## config.mk

```make
export PLATFORM = sky130hd
export DESIGN_NAME = jbi_l2_rdma_rtn_rcv
export DESIGN_NICKNAME = d
export VERILOG_FILES = /design/src/rtl/jbi_rdma_pkg.sv /design/src/rtl/jbi_rdma_rtn_fifo2.sv /design/src/rtl/jbi_l2_rdma_rtn_rcv.sv
export SDC_FILE = /design/constraint.sdc
export NUM_CORES = 2
export LEC_CHECK = 0
export ABC_AREA = 0
export BUFFER_PORTS_ARGS = -buffer_cell sky130_fd_sc_hd__buf_2
export CAP_MARGIN = 20
export CELL_PAD_IN_SITES_DETAIL_PLACEMENT = 0
export CELL_PAD_IN_SITES_GLOBAL_PLACEMENT = 2
export CORE_UTILIZATION = 30
export CTS_BUF_LIST = sky130_fd_sc_hd__clkbuf_4 sky130_fd_sc_hd__clkbuf_8 sky130_fd_sc_hd__clkbuf_16
export CTS_CLUSTER_DIAMETER = 120
export CTS_CLUSTER_SIZE = 30
export DETAILED_ROUTE_END_ITERATION = 10
export HOLD_SLACK_MARGIN = 0.12
export PLACE_DENSITY_LB_ADDON = 0.1
export SLEW_MARGIN = 20
export SYNTH_ARGS = -nofsm -noshare
export SYNTH_HDL_FRONTEND = slang
export SYNTH_SLANG_ARGS = --single-unit
```

## constraint.sdc

```tcl
create_clock -name rclk -period 6.73 [get_ports rclk]
set_input_delay 0.3365 -clock rclk [delete_from_list [all_inputs] [get_ports rclk]]
set_output_delay 0.3365 -clock rclk [all_outputs]
set_load 0.005 [all_outputs]
```

## src/rtl/jbi_rdma_pkg.sv

```systemverilog
`default_nettype none
// ============================================================================
// Module   : jbi_rdma_pkg
// Purpose  : Shared constants, entry layout and assembler state encoding for
//            the L2 RDMA read-return receiver.
// Contents : NUM_WORDS  - 32-bit data beats per return (power of 2, >= 2)
//            CTAG_W     - ctag width carried in the header beat
//            LINE_W     - assembled line width in bits
//            CNT_W      - beat counter width
//            rtn_entry_t, rcv_state_t
// Revision : 1.0 - initial release
// ============================================================================
package jbi_rdma_pkg;

  localparam int NUM_WORDS = 16;
  localparam int CTAG_W    = 15;
  localparam int LINE_W    = 32 * NUM_WORDS;
  localparam int CNT_W     = $clog2(NUM_WORDS);

  typedef struct packed {
    logic [CTAG_W-1:0] ctag;
    logic [LINE_W-1:0] data;
    logic              ue;
  } rtn_entry_t;

  typedef enum logic [0:0] {
    IDLE = 1'b0,
    DATA = 1'b1
  } rcv_state_t;

endpackage
`default_nettype wire

```

## src/rtl/jbi_rdma_rtn_fifo2.sv

```systemverilog
`default_nettype none
// ============================================================================
// Module   : jbi_rdma_rtn_fifo2
// Purpose  : 2-entry FIFO of return entries with a registered head. A push
//            and a pop in the same cycle are honoured at every occupancy,
//            including full. A push into a full FIFO without a pop is dropped
//            and reported on 'drop'.
// Ports    : clk, rst           - clock, synchronous active-high reset
//            push, push_entry   - write strobe and entry
//            pop                - read strobe (ignored when empty)
//            head               - oldest entry (registered)
//            full, empty        - occupancy flags
//            drop               - push lost because the FIFO was full
// Revision : 1.0 - initial release
// ============================================================================
module jbi_rdma_rtn_fifo2
  import jbi_rdma_pkg::*;
(
  input  logic       clk,
  input  logic       rst,
  input  logic       push,
  input  rtn_entry_t push_entry,
  input  logic       pop,
  output rtn_entry_t head,
  output logic       full,
  output logic       empty,
  output logic       drop
);

  rtn_entry_t head_q;
  rtn_entry_t tail_q;
  logic [1:0] cnt_q;
  logic       pop_ok;

  assign empty  = (cnt_q == 2'd0);
  assign full   = (cnt_q == 2'd2);
  assign pop_ok = pop & ~empty;
  assign drop   = push & full & ~pop_ok;
  assign head   = head_q;

  always_ff @(posedge clk) begin
    if (rst) begin
      cnt_q  <= 2'd0;
      head_q <= '0;
      tail_q <= '0;
    end else begin
      case ({push, pop_ok})
        2'b10: begin
          if (cnt_q == 2'd0) begin
            head_q <= push_entry;
            cnt_q  <= 2'd1;
          end else if (cnt_q == 2'd1) begin
            tail_q <= push_entry;
            cnt_q  <= 2'd2;
          end
          // full and no pop: entry dropped, storage untouched
        end
        2'b01: begin
          if (cnt_q == 2'd2) head_q <= tail_q;
          cnt_q <= cnt_q - 2'd1;
        end
        2'b11: begin
          // occupancy unchanged; the new entry goes behind whatever remains
          if (cnt_q == 2'd1) begin
            head_q <= push_entry;
          end else begin
            head_q <= tail_q;
            tail_q <= push_entry;
          end
        end
        default: ;
      endcase
    end
  end

endmodule
`default_nettype wire

```

## src/rtl/jbi_l2_rdma_rtn_rcv.sv

```systemverilog
`default_nettype none
// ============================================================================
// Module   : jbi_l2_rdma_rtn_rcv
// Purpose  : Receives the L2-bank RDMA read-return stream (ctag header then
//            NUM_WORDS data beats), assembles line-sized entries, buffers them
//            in a 2-entry FIFO and hands them out over valid/ready. One credit
//            pulse is returned per entry consumed. Protocol violations are
//            latched in sticky flags.
// Ports    : rclk, rst            - clock, synchronous active-high reset
//            scbuf_jbi_ctag_vld   - header strobe (ctag in data[CTAG_W-1:0])
//            scbuf_jbi_data       - header/data beat
//            scbuf_jbi_ue_err     - uncorrectable error for the current beat
//            rtn_vld / rtn_rdy    - head entry handshake
//            rtn_ctag/data/ue     - head entry contents
//            rtn_credit           - one-cycle pulse per entry popped
//            rcv_proto_err        - sticky: header during a data phase
//            rcv_ovf_err          - sticky: entry dropped on a full buffer
// Revision : 1.0 - initial release
// ============================================================================
module jbi_l2_rdma_rtn_rcv
  import jbi_rdma_pkg::*;
(
  input  logic              rclk,
  input  logic              rst,
  input  logic              scbuf_jbi_ctag_vld,
  input  logic [31:0]       scbuf_jbi_data,
  input  logic              scbuf_jbi_ue_err,
  output logic              rtn_vld,
  input  logic              rtn_rdy,
  output logic [CTAG_W-1:0] rtn_ctag,
  output logic [LINE_W-1:0] rtn_data,
  output logic              rtn_ue,
  output logic              rtn_credit,
  output logic              rcv_proto_err,
  output logic              rcv_ovf_err
);

  rcv_state_t        state_q;
  rcv_state_t        state_d;
  logic [CNT_W-1:0]  beat_cnt_q;
  logic [CTAG_W-1:0] asm_ctag_q;
  logic [LINE_W-1:0] asm_data_q;
  logic              ue_acc_q;

  logic              last_beat;
  logic              hdr_in_data;
  logic              pop;
  logic              fifo_empty;
  logic              fifo_full;
  logic              fifo_drop;
  rtn_entry_t        push_entry;
  rtn_entry_t        head;

  // ---------------------------------------------------------------- FSM
  always_ff @(posedge rclk) begin
    if (rst) state_q <= IDLE;
    else     state_q <= state_d;
  end

  always_comb begin
    state_d     = state_q;
    last_beat   = 1'b0;
    hdr_in_data = 1'b0;
    case (state_q)
      IDLE: begin
        if (scbuf_jbi_ctag_vld) state_d = DATA;
      end
      DATA: begin
        if (scbuf_jbi_ctag_vld) begin
          // abandon the partial line and restart on the new ctag
          hdr_in_data = 1'b1;
        end else if (beat_cnt_q == CNT_W'(NUM_WORDS - 1)) begin
          last_beat = 1'b1;
          state_d   = IDLE;
        end
      end
      default: state_d = IDLE;
    endcase
  end

  // ---------------------------------------------------------- assembly
  always_ff @(posedge rclk) begin
    if (rst) begin
      beat_cnt_q <= '0;
      asm_ctag_q <= '0;
      asm_data_q <= '0;
      ue_acc_q   <= 1'b0;
    end else if (scbuf_jbi_ctag_vld) begin
      asm_ctag_q <= scbuf_jbi_data[CTAG_W-1:0];
      beat_cnt_q <= '0;
      ue_acc_q   <= 1'b0;
    end else if (state_q == DATA) begin
      asm_data_q[{beat_cnt_q, 5'b0} +: 32] <= scbuf_jbi_data;
      ue_acc_q   <= ue_acc_q | scbuf_jbi_ue_err;
      beat_cnt_q <= beat_cnt_q + 1'b1;  // wraps to 0 after the last beat
    end
  end

  // The final beat bypasses the assembly register so the entry is written
  // into the FIFO on the edge that closes the last beat.
  always_comb begin
    push_entry.ctag = asm_ctag_q;
    push_entry.data = {scbuf_jbi_data, asm_data_q[LINE_W-33:0]};
    push_entry.ue   = ue_acc_q | scbuf_jbi_ue_err;
  end

  // ------------------------------------------------------------ buffer
  assign pop = rtn_vld & rtn_rdy;

  jbi_rdma_rtn_fifo2 u_fifo (
    .clk        (rclk),
    .rst        (rst),
    .push       (last_beat),
    .push_entry (push_entry),
    .pop        (pop),
    .head       (head),
    .full       (fifo_full),
    .empty      (fifo_empty),
    .drop       (fifo_drop)
  );

  assign rtn_vld  = ~fifo_empty;
  assign rtn_ctag = head.ctag;
  assign rtn_data = head.data;
  assign rtn_ue   = head.ue;

  // ------------------------------------------------ credit and errors
  always_ff @(posedge rclk) begin
    if (rst) begin
      rtn_credit    <= 1'b0;
      rcv_proto_err <= 1'b0;
      rcv_ovf_err   <= 1'b0;
    end else begin
      rtn_credit    <= pop;
      rcv_proto_err <= rcv_proto_err | hdr_in_data;
      rcv_ovf_err   <= rcv_ovf_err | fifo_drop;
    end
  end

endmodule
`default_nettype wire

```

# [Word-level counts from Yosys, hierarchy flattened]
# Cells that the tools add are included.
[totals] elab_cells=70 rom_bits=0 ff_bits=1594 ramBits=0 out_inout_bits=532 latch_bits=0 n_memories=0
[classes] shifts=2 div=0 n_eq_ne=11 bitwise_logic=11 addsub=3 reduce_logical=9 multipliers=0 mux=19 order_cmp=0
[ops] cell="$mux 528" count=5
[ops] cell="$pmux 528 s3" count=1
[ops] cell="$pmux 528 s2" count=1
[ops] cell="$bwmux 512" count=1
[ops] cell="$shift 32x11->512 const A" count=1
[ops] cell="$shiftx 32x11->512" count=1
[ops] cell="$neg 9->11" count=1
[ops] cell="$mux 1" count=7
[ops] cell="$eq 2x2->1 const B" count=3
[ops] cell="$reduce_and 3->1" count=2
[ops] cell="$add 4x1->4 const B" count=1
[ops] cell="$and 1x1->1" count=4
[ops] cell="$eq 2x1->1 const B" count=2
[ops] cell="$eq 4x4->1 const B" count=1
[ops] cell="$mux 2" count=2
[ops] cell="$ne 2x1->1 const B" count=2
[ops] cell="$ne 2x2->1 const B" count=2
[ops] cell="$not 1->1" count=4
[ops] cell="$pmux 2 s2" count=1
[ops] cell="$reduce_and 2->1" count=2
[ops] cell="$reduce_bool 2->1" count=2
[ops] cell="$ne 3x1->1 const B" count=1
[ops] cell="$or 1x1->1" count=3
[ops] cell="$reduce_bool 3->1" count=1
[ops] cell="4 further kinds" count=4

# [Logic depth before layout (Yosys ltp)]
[logic_depth] word_depth=7 mapped_depth=14 depth_no_buf=9

# [Hierarchy]
# A second synthesis with hierarchy kept.
[unflattened] hier_cells=9168 hier_area_um2=73897.1
[by_module_without_submodules] mod="jbi_rdma_rtn_fifo2" seq_area_each_um2=21180.3 cells_each=7311 n_inst=1 area_each_um2=53934.2
[by_module_without_submodules] mod="jbi_l2_rdma_rtn_rcv" seq_area_each_um2=10089.7 cells_each=1857 n_inst=1 area_each_um2=19962.9

# [Least setup slack after synthesis]
# No wires, ideal clock.
[synth_path] kind="flip-flop to flip-flop" startpoint="register beat_cnt_q[3]" endpoint="register u_fifo.head_q, in the netlist u_fifo.head[481]" path_buffers=6 setup_slack_ns=4.042 t_required_ns=6.598 arrival_ns=2.556 path_stages_with_launch=14 cell_sequence="dfxtp_1 buf_2 clkbuf_1 and3b_1 nand3_1 ha_1 nor2b_1 or3_1 buf_2 buf_2 buf_2 buf_2 a221oi_1 nor3_1"
[synth_between] elab_chain_len=7 elab_cells_between_ends=12
[synth_lines] item="start: declaration" line_no="jbi_l2_rdma_rtn_rcv.sv:40" source="logic [CNT_W-1:0] beat_cnt_q;"
[synth_lines] item="start signal: assignment" line_no="jbi_l2_rdma_rtn_rcv.sv:95" source="beat_cnt_q <= beat_cnt_q + 1'b1;"
[synth_lines] item="$eq 4x4->1 *" line_no="jbi_l2_rdma_rtn_rcv.sv:72" source="end else if (beat_cnt_q == CNT_W'(NUM_WORDS - 1)) begin"
[synth_lines] item="$mux 1 *" line_no="jbi_l2_rdma_rtn_rcv.sv:72"
[synth_lines] item="$mux 1 *" line_no="jbi_l2_rdma_rtn_rcv.sv:69" source="if (scbuf_jbi_ctag_vld) begin"
[synth_lines] item="$mux 1 *" line_no="jbi_l2_rdma_rtn_rcv.sv:64" source="case (state_q)"
[synth_lines] item="$eq 2x1->1 / $eq 2x2->1 (equally long branches)" line_no="jbi_rdma_rtn_fifo2.sv:47" source="case ({push, pop_ok})"
[synth_lines] item="$ne 2x1->1 (no line) / $reduce_bool 3->1 (equally long branches)"
[synth_lines] item="$reduce_and 3->1 (no line)"
[synth_lines] item="end signal: assignment" line_no="jbi_rdma_rtn_fifo2.sv:50" source="head_q <= push_entry;"
[synth_lines] item="end signal: assignment" line_no="jbi_rdma_rtn_fifo2.sv:59" source="if (cnt_q == 2'd2) head_q <= tail_q;"
[synth_lines] item="end signal: assignment" line_no="jbi_rdma_rtn_fifo2.sv:65" source="head_q <= push_entry;"
[synth_lines] item="end: declaration" line_no="jbi_rdma_rtn_fifo2.sv:30" source="rtn_entry_t head_q;"
# Mark *: on every way between the ends. The rest lies on a longest branch, timed or not.
# A chain may end at the register's enable or synchronous reset.

# [Worst setup path in the final report]
[layout_path] startpoint="register beat_cnt_q[3]" endpoint="register u_fifo.head_q, in the netlist u_fifo.head[46]"
# The elaborated chain is that of the path after synthesis.

==> reports/metrics.cfg <==
[synth]
ys_async_sr_fraction_pct = 0
ys_seq_area_share_pct = 41.8
synth_top_area_cell = dfxtp_1
synth_top_cell_area_share_pct = 41.8
synthTopCellsByArea = dfxtp_1 42%, a221o_1 6.8%, a21oi_1 6.7%
synth_seq_cells = 1562
ys.warnings.count = 0
synth_area_um2 = 74800
synth_nets = 9521
synth_area_per_cell_um2 = 7.90
yosys_most_used_dff = dfxtp_1
synth-edff-count = 0
ys_types = 60
synth_cells = 9475

[power]
leakagePower_nw = 28.8
power_mw = 15.1
p_per_area_nw_per_um2 = 186
ir_worst_vdd_uv = 219

[timing]
fmax_mhz = 206
worst_slew_pin_slew_ns = 1.18
finalSetupViolCount = 0
rsz0062_at_grt = no
slew_headroom_pct = 21.6
fin_crit_ns = 4.86
finalMaxSlewViolations = 0
setup_tns_ns = 0
finalHoldViolations = 0
finalCritPeriodShare_pct = 72.3
finClkSkew_ns = 0.0313

[finish]
multi_input_area_um2 = 37300
fillers = 26000
instances_no_fill = 12500
drive_gt1_share_pct = 9.24
utilization_pct = 32.9
area_growth_syn_to_layout_pct = 8.50
nets = 9221
design_area_um2 = 81200
seq_area_um2 = 31300

[setup_path]
worst_setup_path_end_kind = flip-flop
cpMaxStageDelayCell = a21oi_4
crit_type = reg -> reg
crit_path_start_kind = flip-flop
crit_chain = and3b_1 -> nand3_1 -> inv_1 -> ha_4 -> nand2b_1 -> a21oi_4 -> buf_4 -> buf_4 -> a221oi_1 -> nor3_1
critical_path_peak_fanout = 85
cpPeakStageDelay_ns = 0.85
cp_data_required_time_ns = 7.43
worstPathArrival_ns = 5.56
cpMostUsedCell = buf_4

[clock_network]
cts_sinks = 1562
cts_buffer_depth = 3
cts_buffers = 60
clk_latency_ns = 0.80
cts_max_level = 2
post_cts_buffers = 0
tritoncts = built
clockRootBuffer = clkbuf_16
cts.reportedPaths.clkPinSlew_ns = 0.13

[detailed_routing]
vias = 72000
vias_per_cell = 5.76
dr.first_iter.drc_count = 6256
ant_nets = 0
drt_drc_violations_left = 0
wl_um = 340000
wl_per_cell_um = 27.2
first_pass_iters = 6

[global_route]
antenna_found_initial = 33
grt_max_degree = 201
grt_pass1_wl_um = 489000
first_global_vias = 67800
gr-usage-all-layers_pct = 25.8
grt-ovfl-total = 0

[die]
die-area_um2 = 251000
core_area_um2 = 247000
ios = 569
die_w_um = 501
die_y_um = 501
row_count = 182
initial_core_util_pct = 30.3

[placed_design]
placed_cells = 12400
io_buffers = 568
gp_congestion = 0.741
placed_area_um2 = 79400
hpwl_um = 173000

[run_status]
outcome = completed

[worst_hold_path]
hold_path_class = in -> reg

[run]
drv_cap = 0

==> timing repair <==
item / CTS / global route
endpoints found under the hold margin: 71 / 0
gates resized for setup: 0 / 0
setup endpoints to repair: 0 / 0
hold buffers: 2 / 0
==> cell usage after synthesis (7+ instances only) <==
library cell and count:
nand2_1 964, a221oi_1 527, mux2i_1 17, buf_1 32
nor2_1 1111, buf_6 7, nand2b_1 514, nor3_1 534
buf_2 165, a221o_1 510, o22ai_1 510, clkbuf_1 862
a21oi_1 996, inv_1 520, dfxtp_1 1562, a22o_1 510
buf_4 30, nor4_1 17, ha_1 9, nand3_1 8
==> through the flow <==
step | setup slack [ns] | hold WS, ns
2_1_floorplan | 4.04 | 0.455
3_3_place_gp | 1.96 | 0.447
3_5_place_dp | 1.94 | 0.458
4_1_cts | 1.86 | 0.120
5_1_grt | 1.44 | 0.134
6_report | 1.87 | 0.162
==> cells by family after synthesis <==
family / share of synthesized area [%]
multiplexers: 0.227
flip-flops: 41.8
AND/OR/NAND/NOR: 18.9
AO/OA/AOI/OAI: 30.2
adder cells (fa/ha/maj): 0.151
buffers and inverters: 8.61
XOR/XNOR: 0.0585
==> critical path: cells and delay by family, from the launching register on <==
family	cells	cell delay, ns
buf+inv	3	1.09
simple gates	4	1.04
fa+ha+maj	1	0.83
compound gates	2	1.02
flops	1	0.74
==> routing by layer <==
layer	GRT usage (%)	routed length (um)
met4	6.71	8760
met5	0	0
met2	42.7	157000
met1	35.6	155000
met3	2.50	19200
==> layout make-up <==
cell class	count	area share (%)
Antenna cell	8	0.0247
Clock buffer	69	1.99
Clock inverter	8	0.150
Inverter	521	2.42
Multi-Input combinational cell	6296	45.9
Sequential cell	1562	38.5
Tap cell	3312	5.11
Timing Repair Buffer	734	5.86
==> report_power, final <==
part / internal [mW] / switching, mW
logic: 0.166 / 0.486
clock network: 1.78 / 3.40
registers: 9.26 / 0.0167
==> placed cells by master (no fill, tap or decap), drive strengths merged, types with 3 or more instances in the layout <==
cell type  synthesis  routed
a21oi            999     999
a221o            510     510
a221oi           527     527
a22o             510     510
a31oi              4       4
and3               5       5
and3b              3       3
buf              234     732
clkbuf           862      69
clkinv             0       4
dfxtp           1562    1562
diode              0       8
ha                 9       9
inv              521     524
mux2i             17      17
nand2            964     964
nand2b           514     514
nand3              8       8
nand3b             3       3
nor2            1111    1111
nor2b              5       5
nor3             535     535
nor4              18      18
nor4b              3       3
o21ai              3       3
o22ai            510     510
or3                3       3
or4b               3       3
xnor2              3       3
==> flip-flops by register name, summed over array words and instances (netlist names) <==
| name | count |
|---|---|
| u_fifo.head | 528 |
| u_fifo.tail_q | 528 |
| asm_data_q | 480 |
| asm_ctag_q | 15 |
| beat_cnt_q | 4 |
| u_fifo.cnt_q | 2 |
| rcv_ovf_err | 1 |
| rcv_proto_err | 1 |
| rtn_credit | 1 |
| state_q | 1 |
| ue_acc_q | 1 |
==> final timing paths <==
path,start,slack (ns),cells past startpoint,to
setup / recovery,beat_cnt_q[3],1.87,10,u_fifo.head[46]
hold / removal,scbuf_jbi_data[2],0.16,3,asm_data_q[130]
setup reg to reg,beat_cnt_q[3],1.87,10,u_fifo.head[46]
hold reg to reg,rcv_proto_err,0.49,2,rcv_proto_err
Power figures use the tool's default switching activity.
